<file path="config.mk">
export PLATFORM = sky130hd
export DESIGN_NAME = pixel_plot_arbiter
export DESIGN_NICKNAME = d
export VERILOG_FILES = /design/src/rtl/pixel_plot_arbiter.sv
export SDC_FILE = /design/constraint.sdc
export NUM_CORES = 1
export LEC_CHECK = 0
export CAP_MARGIN = 25
export CORE_MARGIN = 1.5
export CORE_UTILIZATION = 42
export CTS_CLUSTER_DIAMETER = 40
export DETAILED_ROUTE_END_ITERATION = 10
export PLACE_DENSITY = 0.65
export SYNTH_ARGS = -nofsm -noshare
export SYNTH_HDL_FRONTEND = slang
export SYNTH_SLANG_ARGS = --single-unit
</file>
<file path="constraint.sdc">
create_clock -name CLOCK_50 -period 2.3 [get_ports CLOCK_50]
set_input_delay 0.575 -clock CLOCK_50 [delete_from_list [all_inputs] [get_ports CLOCK_50]]
set_output_delay 0.575 -clock CLOCK_50 [all_outputs]
set_load 0.05 [all_outputs]
</file>
<file path="src/rtl/pixel_plot_arbiter.sv">
// Merges two pixel streams (paddle on A, ball on B) into one VGA write port.
// Each port buffers into its own small FIFO; a round-robin arbiter drains one pixel per cycle.
module pixel_plot_arbiter #(
  parameter int unsigned FIFO_DEPTH = 4,
  parameter int unsigned X_MAX      = 160,
  parameter int unsigned Y_MAX      = 120
) (
  input  logic       CLOCK_50,
  input  logic       reset_n,
  input  logic       a_plot,
  input  logic [7:0] a_x,
  input  logic [7:0] a_y,
  input  logic [2:0] a_colour,
  input  logic       b_plot,
  input  logic [7:0] b_x,
  input  logic [7:0] b_y,
  input  logic [2:0] b_colour,
  input  logic       clear_flags,
  output logic       out_plot,
  output logic [7:0] out_x,
  output logic [7:0] out_y,
  output logic [2:0] out_colour,
  output logic       a_overflow,
  output logic       b_overflow
);

  localparam int PW = (FIFO_DEPTH > 1) ? $clog2(FIFO_DEPTH) : 1;
  localparam int CW = PW + 1;
  localparam logic [CW-1:0] FULL = CW'(FIFO_DEPTH);

  logic [18:0]   din [2];
  logic [1:0]    plot_in, in_rng, full, push, pop, drop;
  logic          sel;
  logic [18:0]   pop_pix;

  logic [18:0]   mem_q [2][FIFO_DEPTH];
  logic [18:0]   mem_d [2][FIFO_DEPTH];
  logic [PW-1:0] wr_q [2];
  logic [PW-1:0] wr_d [2];
  logic [PW-1:0] rd_q [2];
  logic [PW-1:0] rd_d [2];
  logic [CW-1:0] cnt_q [2];
  logic [CW-1:0] cnt_d [2];
  logic          last_b_q, last_b_d;
  logic [1:0]    ovf_q, ovf_d;
  logic          out_plot_q, out_plot_d;
  logic [18:0]   out_pix_q, out_pix_d;

  assign din[0]    = {a_x, a_y, a_colour};
  assign din[1]    = {b_x, b_y, b_colour};
  assign plot_in   = {b_plot, a_plot};
  assign in_rng[0] = (32'(a_x) < X_MAX) && (32'(a_y) < Y_MAX);
  assign in_rng[1] = (32'(b_x) < X_MAX) && (32'(b_y) < Y_MAX);

  always_comb begin
    // Grant uses pre-edge occupancy; last_b_q=1 means B was served last, so A wins a tie.
    pop[0]  = (cnt_q[0] != '0) && ((cnt_q[1] == '0) || last_b_q);
    pop[1]  = (cnt_q[1] != '0) && !pop[0];
    sel     = pop[1];
    pop_pix = mem_q[sel][rd_q[sel]];

    mem_d = mem_q;
    for (int i = 0; i < 2; i++) begin
      full[i]  = (cnt_q[i] == FULL);
      // A slot freed by this edge's pop lets a full FIFO still accept.
      push[i]  = plot_in[i] && in_rng[i] && (!full[i] || pop[i]);
      drop[i]  = plot_in[i] && in_rng[i] && full[i] && !pop[i];
      wr_d[i]  = push[i] ? wr_q[i] + PW'(1) : wr_q[i];
      rd_d[i]  = pop[i]  ? rd_q[i] + PW'(1) : rd_q[i];
      cnt_d[i] = cnt_q[i] + CW'(push[i]) - CW'(pop[i]);
      ovf_d[i] = drop[i] | (ovf_q[i] & ~clear_flags);
      if (push[i]) mem_d[i][wr_q[i]] = din[i];
    end

    last_b_d   = pop[1] ? 1'b1 : (pop[0] ? 1'b0 : last_b_q);
    out_plot_d = |pop;
    out_pix_d  = (|pop) ? pop_pix : out_pix_q;
  end

  always_ff @(posedge CLOCK_50) begin
    mem_q <= mem_d;
    if (!reset_n) begin
      for (int i = 0; i < 2; i++) begin
        wr_q[i]  <= '0;
        rd_q[i]  <= '0;
        cnt_q[i] <= '0;
      end
      last_b_q   <= 1'b1;
      ovf_q      <= '0;
      out_plot_q <= 1'b0;
      out_pix_q  <= '0;
    end else begin
      wr_q       <= wr_d;
      rd_q       <= rd_d;
      cnt_q      <= cnt_d;
      last_b_q   <= last_b_d;
      ovf_q      <= ovf_d;
      out_plot_q <= out_plot_d;
      out_pix_q  <= out_pix_d;
    end
  end

  assign out_plot   = out_plot_q;
  assign out_x      = out_pix_q[18:11];
  assign out_y      = out_pix_q[10:3];
  assign out_colour = out_pix_q[2:0];
  assign a_overflow = ovf_q[0];
  assign b_overflow = ovf_q[1];

endmodule

</file>
==> flow_summary.json, run 1 <==
{
  "status": "completed",
  "fin_hold_ws_ps": 452,
  "min_path_cells": 2,
  "fmax_mhz": 445,
  "cpLargestDelayFamily": "adder cells",
  "drive_above_1_share_pct": 15.1,
  "critPathBufInv": 3,
  "vdd_drop_max_mv": 0.933,
  "final_core_util_pct": 54.5,
  "synth_nets": 596,
  "max-slew-margin-rel_pct": 61.2,
  "cp-startpoint": "cnt_q[2]",
  "cp.depth": 11,
  "netlist_area_um2": 7540,
  "multi_input_area_um2": 2130,
  "clkLatencyLatePin_ps": 430,
  "period_share_pct": 97.7,
  "worstRegToRegCells": 11,
  "die_area_um2": 18800,
  "critPathMaxFanout": 3,
  "clock_path_buffers": 2,
  "wl_per_cell_um": 17.1,
  "synthCells": 540,
  "place.gp.congestion": 0.860,
  "hp-start": "out_pix_q[4]",
  "fin_crit_ps": 2250,
  "ys_async_sr_fraction_pct": 0,
  "drc": 0,
  "seq_area_frac_synth_pct": 70.3,
  "tritoncts": "yes",
  "finalClockSkew_ps": 8.34,
  "via_per_inst": 5.10,
  "synth_top_area_share_pct": 60.5,
  "synth_largest_area_cell": "edfxtp_1",
  "crit_slowest_cell": "or3_4",
  "slew_violations": 0,
  "grt_usage_pct": 17.1,
  "min_path_type": "register to register",
  "arrival_ps": 2570,
  "ant_nets": 0,
  "final_nets": 699,
  "path_class": "register to register",
  "hold_buffers": 0,
  "max_cap_violations": 0,
  "drtIter0Drc": 261,
  "worstPathRequired_ps": 2620,
  "nFillCells": 1434,
  "clk_pin_slew_ps": 60,
  "avgSynthCellArea_um2": 14.0,
  "grt_pass1_wl_mm": 23.2,
  "synth_edf_count": 152,
  "rows": 48,
  "grt_pass1_vias": 4506,
  "post-dp-hpwl_mm": 10.3,
  "grt_max_degree": 41,
  "die_w_um": 137,
  "synth_cell_types": 41,
  "vias": 4491,
  "initial_utilization_pct": 43.3,
  "ys_ff_latch": 189,
  "fp.dieH_um": 137,
  "cts_buffers": 17,
  "regArea_um2": 5310,
  "yosys-top-cells-area": "edfxtp_1, dfxtp_1, mux2i_1, nor2_1, o21ai_0",
  "p_per_area_nw_per_um2": 1100,
  "syn2layout_area_growth_pct": 25.9,
  "r2r_start": "cnt_q[2]",
  "yosys-top-cells-count": "edfxtp_1, nor2_1, mux2i_1",
  "htree_num_levels": 4,
  "cp_cell_sequence": "or3_4, a21o_1, inv_2, ha_4, inv_4, ha_4, inv_2, fa_2, xor2_2, xnor2_1, nor2_1",
  "io_buffers": 64,
  "power.leakage_nw": 3.37,
  "diodes": 0,
  "startpoint_type": "register",
  "synth.most_common_cell": "edfxtp_1",
  "ios": 65,
  "cts_num_sinks": 189,
  "wl_mm": 15.1,
  "drt_pass1_iterations": 4,
  "grt-ovfl-total": 0,
  "coreArea_um2": 17400,
  "rsz0062_at_grt": "true",
  "worst_slew_pin_slew_ps": 579,
  "antenna_found_initial": 0,
  "max_stage_delay_ps": 400,
  "synth_ff_type": "edfxtp_1",
  "clockRootBuffer": "clkbuf_16",
  "yosysWarnings": 0,
  "setup-violations-final": 0,
  "final_hold_viol_count": 0,
  "cp-end-kind": "register"
}
[metal layers]
metal	part of all wire (%)	up-vias	global-route usage (%)
li1	-	2162	-
met1	41	2221	19.9
met2	53	84	30.7
met3	3.9	24	5.00
met4	1.6	0	4.91
met5	0	-	0
[per-stage QoR]
stage | total power, mW | instance area [um2] | TNS [ps] | setup slack [ps] | std cells
floorplan | 6.46 | 7540 | 0 | 0.0213 | 540
detailed placement | 7.52 | 8810 | -48020 | -539 | 845
global placement | 7.43 | 8810 | -35940 | -384 | 845
CTS | 10.4 | 9400 | 0 | 4.24 | 878
global route | 11.0 | 9500 | -111 | -77.3 | 881
finish | 10.5 | 9500 | 0 | 52.9 | 881
[path summary, 6_finish.rpt]
| kind | slack [ps] | endpoint |
|---|---|---|
| setup / recovery | 50 | cnt_q[5] |
| hold / removal | 450 | out_pix_q[4] |
| hold reg to reg | 450 | out_pix_q[4] |
| setup reg to reg | 50 | cnt_q[5] |
[kinds of logic after synthesis]
| logic type | count (synthesis) | synth area share (%) |
|---|---|---|
| buffers and inverters | 37 | 1.99 |
| XOR/XNOR | 10 | 1.16 |
| flip-flops | 189 | 70.3 |
| multiplexers | 77 | 10.3 |
| AO/OA/AOI/OAI | 57 | 4.69 |
| adder cells (fa/ha/maj) | 13 | 2.35 |
| AND/OR/NAND/NOR | 157 | 9.17 |
[cells in the final DEF, fill, tap and decap left out, drive strengths merged, types with 3 or more instances in the layout]
master	synthesis	final
xor2	3	3
nor2	83	83
dlymetal6s2s	0	7
and2	11	11
ha	11	11
dfxtp	37	37
mux2i	71	71
clkinv	0	6
edfxtp	152	152
nor3	4	4
clkbuf	17	24
inv	12	12
buf	8	45
nand2	30	30
mux2	6	6
a21oi	5	5
clkdlybuf4s50	0	57
o21ai	40	40
xnor2	7	7
nand3	19	19
[timing repair]
item | CTS | global route
buffers inserted | 1 | 3
endpoints found under the setup margin | 1 | 23
pin swaps | 3 | 12
resized for setup | 2 | 17
[registers in the layout, indices dropped and copies added, names as in the netlist]
register	flops
cnt_q	6
last_b_q	1
mem_q	152
out_pix_q	19
out_plot	1
ovf_q	2
rd_q	4
wr_q	4
[area by class of cell]
class                           count  area share (%)
Multi-Input combinational cell    314            22.4
Clock buffer                       24            5.18
Timing Repair Buffer              109            12.1
Sequential cell                   189            55.9
Inverter                           12           0.501
Clock inverter                      8           0.935
Tap cell                          225            2.96
[where the power goes]
group | switching [mW] | leakage [nW] | internal, mW
clock | 1.13 | 0.291 | 1.70
combinational | 1.96 | 1.40 | 1.49
sequential | 0.223 | 1.68 | 3.97
[worst min-delay path, cell delays in order, from the launching register on]
cell,delay [ps]
dfxtp_1,320
nand2_1,50
nand3_1,50
(Power assumes the default switching activity.)
==> inputs of run 2 (changes only) <==
--- a/config.mk
+++ b/config.mk
@@ -8,9 +8,11 @@
 export CAP_MARGIN = 25
 export CORE_MARGIN = 1.5
 export CORE_UTILIZATION = 42
+export CTS_BUF_LIST = sky130_fd_sc_hd__clkbuf_8
 export CTS_CLUSTER_DIAMETER = 40
+export CTS_CLUSTER_SIZE = 10
 export DETAILED_ROUTE_END_ITERATION = 10
-export PLACE_DENSITY = 0.65
+export PLACE_DENSITY = 0.63
 export SYNTH_ARGS = -nofsm -noshare
 export SYNTH_HDL_FRONTEND = slang
 export SYNTH_SLANG_ARGS = --single-unit
==> flow_summary.json, run 2 (synthesis results as in run 1) <==
{
  "p_per_area_nw_per_um2": 1060,
  "arrival_ps": 2580,
  "final_common_cell": "edfxtp_1",
  "drive_above_1_share_pct": 14.9,
  "initial_utilization_pct": 43.3,
  "cts_num_sinks": 189,
  "io_buffers": 64,
  "final_core_util_pct": 53.5,
  "total_power_mw": 9.93,
  "critPathMaxFanout": 2,
  "antenna_found_initial": 0,
  "vdd_drop_max_mv": 0.806,
  "drc": 0,
  "place_ws_ps": -483,
  "fmax_mhz": 446,
  "nFillCells": 1453,
  "crit_slowest_cell": "or3_4",
  "tritoncts": "yes",
  "swShare_pct": 32.8,
  "diodes": 0,
  "clk_pin_slew_ps": 80,
  "grt_pass1_wl_mm": 23.8,
  "largest_reg_flops": 152,
  "final_cell_mix": "edfxtp_1, nor2_1, mux2i_1",
  "drtIter0Drc": 229,
  "die_w_um": 137,
  "post-dp-hpwl_mm": 10.4,
  "clock_path_buffers": 2,
  "max_stage_delay_ps": 390,
  "finalClockSkew_ps": 9.14,
  "grt_pass1_vias": 4747,
  "syn2layout_area_growth_pct": 23.6,
  "wl_per_cell_um": 17.3,
  "clkLatencyLatePin_ps": 450,
  "max-slew-margin-rel_pct": 55.9,
  "coreArea_um2": 17400,
  "top_register": "mem_q",
  "p_int_mw": 6.67,
  "worst_slew_pin_slew_ps": 662,
  "power_frac_comb_pct": 34.5,
  "cp_common_cell": "inv_2",
  "cpLargestDelayFamily": "adder cells",
  "rows": 48,
  "die_area_um2": 18800,
  "fin_crit_ps": 2240,
  "min_path_type": "register to register",
  "fp.dieH_um": 137,
  "startpoint_type": "register",
  "setup-violations-final": 0,
  "cp-end-kind": "register",
  "final_nets": 699,
  "power.switching_mw": 3.26,
  "htree_num_levels": 4,
  "reg.largest.list": "mem_q: 152 flops, out_pix_q: 19 flops, cnt_q: 6 flops",
  "max_cap_violations": 0,
  "multi_input_area_um2": 2130,
  "vias": 4447,
  "cts_buffers": 17,
  "place.gp.congestion": 0.822,
  "rsz0062_at_grt": "true",
  "reg2reg_setup_slack_ps": 60,
  "power_frac_clock_pct": 23.5,
  "hold_buffers": 0,
  "slew_violations": 0,
  "ant_nets": 0,
  "path_class": "register to register",
  "fin_ws_ps": 56.8,
  "period_share_pct": 97.5,
  "power.leakage_nw": 3.24,
  "wl_mm": 15.3,
  "via_per_inst": 5.05,
  "status": "completed",
  "cp_cell_sequence": "or3_4, a21o_1, inv_2, ha_4, inv_2, ha_4, inv_2, fa_2, xor2_2, xnor2_1, nor2_1",
  "clockRootBuffer": "clkbuf_8",
  "grt_usage_pct": 17.4,
  "ios": 65,
  "final_hold_viol_count": 0,
  "regArea_um2": 5310,
  "drt_pass1_iterations": 4,
  "grt-ovfl-total": 0,
  "worstPathRequired_ps": 2640,
  "grt_max_degree": 41,
  "p_seq_share_pct": 42.0,
  "critPathBufInv": 3
}
[run 2: changes by cell type in the layout (fill, tap and decap cells not counted), moves of 2 or more]
cell,change
clkbuf_16,-17
dlymetal6s2s_1,-6
clkdlybuf4s50_1,+5
o21ai_1,+2
clkinv_1,+3
clkinvlp_4,+2
clkinv_2,-3
bufinv_16,+3
clkbuf_1,-3
clkbuf_8,+13
[run 2: final cells by class]
class,count,share of cell area (%)
Timing Repair Buffer,109,12.0
Tap cell,225,3.02
Sequential cell,189,57.0
Inverter,12,0.483
Multi-Input combinational cell,314,22.9
Clock buffer,17,2.51
Clock inverter,15,2.17
[run 2: path summary, 6_finish.rpt]
check                             startpoint  cells after the start           end
worst max-delay path                cnt_q[0]                     11      cnt_q[5]
worst min-delay path            out_pix_q[4]                      2  out_pix_q[4]
worst min register to register  out_pix_q[4]                      2  out_pix_q[4]
worst max register to register      cnt_q[0]                     11      cnt_q[5]
[run 2: worst min-delay path: stages (launching register included)]
cell and delay [ps]:
dfxtp_1 330, nand2_1 50, nand3_1 50
[run 2: per-stage QoR]
stage | hold WS (ps) | TNS [ps] | std cells | area (um2)
4_1_cts | 463 | 0 | 880 | 9270
3_5_place_dp | 443 | -33300 | 846 | 8820
3_3_place_gp | 434 | -25780 | 846 | 8820
6_report | 461 | 0 | 881 | 9320
2_1_floorplan | 514 | 0 | 540 | 7540
5_1_grt | 488 | -62.5 | 881 | 9320
[run 2: timing repair]
action,CTS,global route
pin swaps,3,8
endpoints found under the setup margin,2,5
resized for setup,3,11
buffers inserted,2,1
[run 2: per-layer routing]
metal	GRT usage, %	part of all wire [%]	vias up
met5	0	0	-
met4	6.08	1.8	0
met3	4.26	3.9	21
met2	31.7	53	82
met1	19.8	41	2189
li1	-	-	2155
[run 2: power by group through the flow]
stage	logic [mW]	clock network (mW)	registers, mW
final	3.42	2.33	4.17
after CTS	3.35	2.39	4.17
after detailed placement	3.30	0	4.24
after global routing	3.73	2.50	4.20
after floorplan	1.91	0	4.56
after global placement	3.22	0	4.23
==> inputs of run 3 (changes only) <==
--- a/config.mk
+++ b/config.mk
@@ -12,7 +12,7 @@
 export CTS_CLUSTER_DIAMETER = 40
 export CTS_CLUSTER_SIZE = 10
 export DETAILED_ROUTE_END_ITERATION = 10
-export PLACE_DENSITY = 0.63
+export PLACE_DENSITY = 0.61
 export SYNTH_ARGS = -nofsm -noshare
 export SYNTH_HDL_FRONTEND = slang
 export SYNTH_SLANG_ARGS = --single-unit
==> constraint.sdc (replaced) <==
create_clock -name CLOCK_50 -period 2.1 [get_ports CLOCK_50]
set_input_delay 0.315 -clock CLOCK_50 [delete_from_list [all_inputs] [get_ports CLOCK_50]]
set_output_delay 0.315 -clock CLOCK_50 [all_outputs]
set_load 0.05 [all_outputs]
==> flow_summary.json, run 3 (synthesis results as in run 1) <==
{
  "die_area_um2": 18800,
  "power.leakage_nw": 3.28,
  "fp.dieH_um": 137,
  "violations": "negative setup slack",
  "finalClockSkew_ps": 10.7,
  "grt_pass1_vias": 4550,
  "grt_pass1_wl_mm": 23.2,
  "die_w_um": 137,
  "place_inst": 852,
  "drc": 0,
  "cp_cell_sequence": "or3_4, a21o_1, inv_2, ha_4, inv_2, ha_4, inv_2, fa_2, xor2_1, xnor2_1, nor2_1",
  "worstSetupEndpoint": "cnt_q[5]",
  "period_share_pct": 104,
  "final_nets": 708,
  "grt_usage_pct": 17.0,
  "critPathBufInv": 3,
  "cp-startpoint": "cnt_q[1]",
  "fmax_mhz": 459,
  "drive_above_1_share_pct": 17.9,
  "grt_max_degree": 35,
  "reg.largest.list": "mem_q: 152 flops, out_pix_q: 19 flops, cnt_q: 6 flops",
  "max_cap_violations": 0,
  "place.gp.congestion": 0.832,
  "r2r_start": "cnt_q[1]",
  "cts_buffers": 17,
  "clock_path_buffers": 2,
  "ios": 65,
  "max_stage_delay_ps": 380,
  "htree_num_levels": 4,
  "rows": 48,
  "min_path_type": "register to register",
  "place_ws_ps": -434,
  "nFillCells": 1459,
  "final_cell_area_um2": 9380,
  "cp.depth": 11,
  "drtIter0Drc": 190,
  "final_cell_mix": "edfxtp_1, nor2_1, mux2i_1",
  "cp-end-kind": "register",
  "io_buffers": 64,
  "clk_pin_slew_ps": 90,
  "final_hold_viol_count": 0,
  "grt-ovfl-total": 0,
  "hold_buffers": 0,
  "startpoint_type": "register",
  "fin_crit_ps": 2180,
  "post-dp-hpwl_mm": 10.5,
  "vdd_drop_max_mv": 1.13,
  "reg2reg_setup_slack_ps": -80,
  "initial_utilization_pct": 43.3,
  "wl_mm": 15.0,
  "rsz0062_at_grt": "true",
  "p_per_area_nw_per_um2": 1140,
  "antenna_found_initial": 1,
  "vias": 4448,
  "syn2layout_area_growth_pct": 24.3,
  "cpLargestDelayFamily": "adder cells",
  "worst_slew_pin_slew_ps": 572,
  "wl_per_cell_um": 16.9,
  "via_per_inst": 4.99,
  "ant_nets": 0,
  "fin_ws_ps": -78.2,
  "crit_slowest_cell": "or3_4",
  "r2r_end": "cnt_q[5]",
  "coreArea_um2": 17400,
  "drt_pass1_iterations": 4,
  "finalNonFillerCells": 891,
  "setup-violations-final": 2,
  "slew_violations": 0,
  "worstRegToRegCells": 11,
  "largest_reg_flops": 152,
  "dpl-instance-area_um2": 8900,
  "status": "finished, violations left",
  "fin_setup_tns_ps": -107,
  "path_class": "register to register",
  "critPathMaxFanout": 2,
  "max-slew-margin-rel_pct": 61.7,
  "arrival_ps": 2530,
  "clkLatencyLatePin_ps": 450,
  "tritoncts": "yes",
  "final_common_cell": "edfxtp_1",
  "cts_num_sinks": 189,
  "top_register": "mem_q",
  "clockRootBuffer": "clkbuf_8",
  "cp_common_cell": "inv_2",
  "worstPathRequired_ps": 2450
}
run 3: cell count changes in the layout (fill, tap and decap cells not counted), moves of 3 or more:
cell	previous run	this run
clkinv_1	4	0
dfxtp_1	33	30
bufinv_16	5	1
buf_4	34	41
inv_6	0	4
run 3: worst min path at each step:
stage,startpoint,to,slack [ps],depth (start not counted)
floorplan,b_colour[0],mem_q[0],410,0
global route,b_y[2],mem_q[24],450,1
global placement,out_pix_q[14],out_pix_q[14],430,2
finish,out_pix_q[11],out_pix_q[11],460,2
detailed placement,out_pix_q[11],out_pix_q[11],440,2
CTS,b_y[2],mem_q[5],450,1
run 3: final cells by class:
type,instances,area (um2),area share [%]
multi-input combinational,314,2170,23.1
timing repair buffer,118,1190,12.7
antenna,1,2.50,0.0267
tap,225,282,3.00
sequential,189,5320,56.7
clock inverter,15,138,1.47
inverter,12,45.0,0.480
clock buffer,17,234,2.49
run 3: repair_timing:
action | CTS | global route
buffers inserted | 2 | 4
pin swaps | 6 | 8
resized for setup | 2 | 16
setup endpoints to repair | 3 | 4
run 3: layer usage:
layer | routed length (um) | track usage, %
met5 | 0 | 0
met4 | 219 | 5.50
met3 | 615 | 4.93
met2 | 7870 | 30.2
met1 | 6310 | 19.9
run 3: worst min-delay path: stages (launching register included):
cell,delay (ps)
dfxtp_1,340
nand2_1,50
nand3_1,50
run 3: report_power, final:
group,internal [mW],leakage (nW),switching (mW),total [mW]
Combinational,1.74,1.41,2.19,3.93
Sequential,4.35,1.68,0.251,4.60
Clock,0.955,0.189,1.26,2.22
Total,7.04,3.28,3.70,10.7
run 3: per-stage QoR:
stage / hold WS, ps / util [%] / power [mW]
6_report: 463 / 53.9 / 10.7
5_1_grt: 449 / 53.9 / 11.3
4_1_cts: 445 / 53.4 / 10.7
3_5_place_dp: 442 / 51.1 / 8.39
3_3_place_gp: 433 / 51.1 / 8.31
2_1_floorplan: 414 / - / 7.15
==> RTL change (settings of run 1) <==
Set the parameter `Y_MAX` to 90 (it was 120).
--- a/src/rtl/pixel_plot_arbiter.sv
+++ b/src/rtl/pixel_plot_arbiter.sv
@@ -3,7 +3,7 @@
 module pixel_plot_arbiter #(
   parameter int unsigned FIFO_DEPTH = 4,
   parameter int unsigned X_MAX      = 160,
-  parameter int unsigned Y_MAX      = 120
+  parameter int unsigned Y_MAX      = 90
 ) (
   input  logic       CLOCK_50,
   input  logic       reset_n,
Function: changed (Yosys sat finds a counterexample within 4 cycles, from zero or initial values and one cycle with reset_n low).
==> RTL change against run 1 <==
Critical path depth decreased by 10; setup slack gained 0.026 ns; highest routed layer unchanged; register-to-register slack better by 0.04 ns; sequential cell count stayed put; sequential power is essentially flat; fmax rose by 1.2%; utilization fell by 0.54 points; final area shrank 1.7%; global-route usage down 0.25 points; area after synthesis shrank 1.8%; total power shrank 1.6%; wire length decreased by 6.5%.
==> RTL change: results (changes against run 1) <==
[setup_path]
slowest_stage = clkdlybuf4s50_1  ; was or3_4
critPathArrivalTime_ns = 1.65  ; was 2.57 ns
crit_path_max_incr_delay_ns = 0.83  ; was 0.40 ns
crit_family = buffers and inverters  ; was adder cells
rrSetupSlack_ns = 0.09  ; was 0.05 ns
crit_fanout = 2  ; was 3

[placed_design]
placed_cells = 711  ; was 845
post_dp_cell_area_um2 = 8693  ; was 8812 um2
dp_slack_ns = -0.5167  ; was -0.5386 ns
gp_congestion = 0.7697  ; was 0.8598
hpwlAfterDp_um = 9474  ; was 10350 um
port_buffers = 64  ; unchanged

[grt]
grt.total_usage_pct = 16.89  ; was 17.15%
grt_pass1_wl_um = 22500  ; was 23180 um
grt_pass1_vias = 4017  ; was 4506
grt_max_degree = 42  ; was 41
antenna_found_initial = 0  ; unchanged

[timing]
clock.fmax_ghz = 0.4503  ; was 0.4450 GHz
max-slew-margin-rel_pct = 63.67  ; was 61.25%
skew_ns = 0.008757  ; was 0.008338 ns
whs_ns = 0.5025  ; was 0.4516 ns

[synthesis]
synthMuxAreaShare_pct = 14.65  ; was 10.32%
ys_types = 33  ; was 41
yosys.area_share.adder_pct = 2.566  ; was 2.355%
synth_commonest_cells = edfxtp_1, mux4_2, dfxtp_1  ; was edfxtp_1, nor2_1, mux2i_1
synth_compound_area_share_pct = 3.934  ; was 4.693%
syn-num-nets = 454  ; was 596
synthXorXnorAreaFrac_pct = 0.9455  ; was 1.161%
ys_seq_area_share_pct = 71.59  ; was 70.32%
synth_area_leaders = edfxtp_1, mux4_2, dfxtp_1  ; was edfxtp_1, dfxtp_1, mux2i_1
synthCells = 397  ; was 540
yosysWarnings = 0  ; unchanged
async_reset_ff_share_pct = 0  ; unchanged
synth_enable_flop_cells = 152  ; unchanged

[power]
peakVddDrop_uv = 883.6  ; was 933.4 uV
leakagePower_nw = 3.241  ; was 3.371 nW

[cts]
cts.clk_slew.worst_paths_ns = 0.07
cts_max_level = 4  ; unchanged
cts_resized = 4  ; was 2
cts_setup_buffers = 1  ; unchanged
clk_latency_ns = 0.42
root_buffer = clkbuf_16  ; unchanged
cts_buffer_depth = 2  ; unchanged
cts-buffers-inserted = 17  ; unchanged

[detailed_routing]
vias = 3757  ; was 4491
dr.pass1.iters = 4  ; unchanged
wl_per_cell_um = 18.91  ; was 17.09 um
viasPerCell = 5.043  ; was 5.098
drtIter0Drc = 226  ; was 261

[finish]
nets = 564  ; was 699
regMostFlops = mem_q  ; unchanged
drive_above_1_share_pct = 25.38  ; was 15.09%
antenna_cells = 0  ; unchanged
top_regs = mem_q (152), out_pix_q (19), cnt_q (6)  ; unchanged
nFillCells = 1378  ; was 1434

[worst_hold_path]
hp-class = primary input to flop  ; was flop to flop

[outcome]
outcome = finished clean  ; unchanged

## RTL change: changes by cell type in the layout (fill, tap and decap cells not counted), moves of 5 or more
cell and change:
nor2_1 -82, dlymetal6s2s_1 -5, o21ai_0 -7, mux2i_1 -48, nand2_1 -21, nand3_1 -18, a21oi_1 +14, o21ai_1 -9
mux4_2 +38, and2_1 +5, mux2_2 -6
## RTL change: worst paths after layout
check | endpoint | depth (start not counted) | startpoint
setup / recovery | out_y[7] | 1 | out_pix_q[10]
hold / removal | mem_q[67] | 1 | b_y[7]
setup reg to reg | cnt_q[2] | 11 | cnt_q[1]
hold reg to reg | wr_q[3] | 2 | wr_q[3]
## RTL change: area by class of cell
class                           instances  area [um2]  share of cell area, %
Timing Repair Buffer                  109        1081                  11.58
Multi-Input combinational cell        178        1999                  21.41
Clock buffer                           17       425.4                  4.556
Sequential cell                       189        5309                  56.85
Clock inverter                         15       193.9                  2.077
Tap cell                              225       281.5                  3.015
Inverter                               12       47.55                 0.5092
## RTL change: power breakdown
group,total (W),internal (W),switching [W]
clock network,0.00304,0.00182,0.00123
logic,0.00305,0.00139,0.00166
registers,0.00420,0.00396,0.000237
total,0.0103,0.00717,0.00312
## RTL change: routing by layer
layer  track usage, %  up-vias  part of all wire [%]
li1                 -     1776                     -
met3            3.617       11                   3.3
met1            21.53     1905                    43
met4            5.914        0                   1.2
met2            28.68       65                    52
met5                0        -                     0
## RTL change: cells by family (layout without fill, tap and decap cells)
family	Yosys count	in the layout
buffers and inverters	30	153
xor gates and xnor gates	8	8
adders and majority gates	14	14
muxes	61	61
DFF	189	189
AOI/OAI and AO/OA	50	50
and+or+nand+nor	45	45
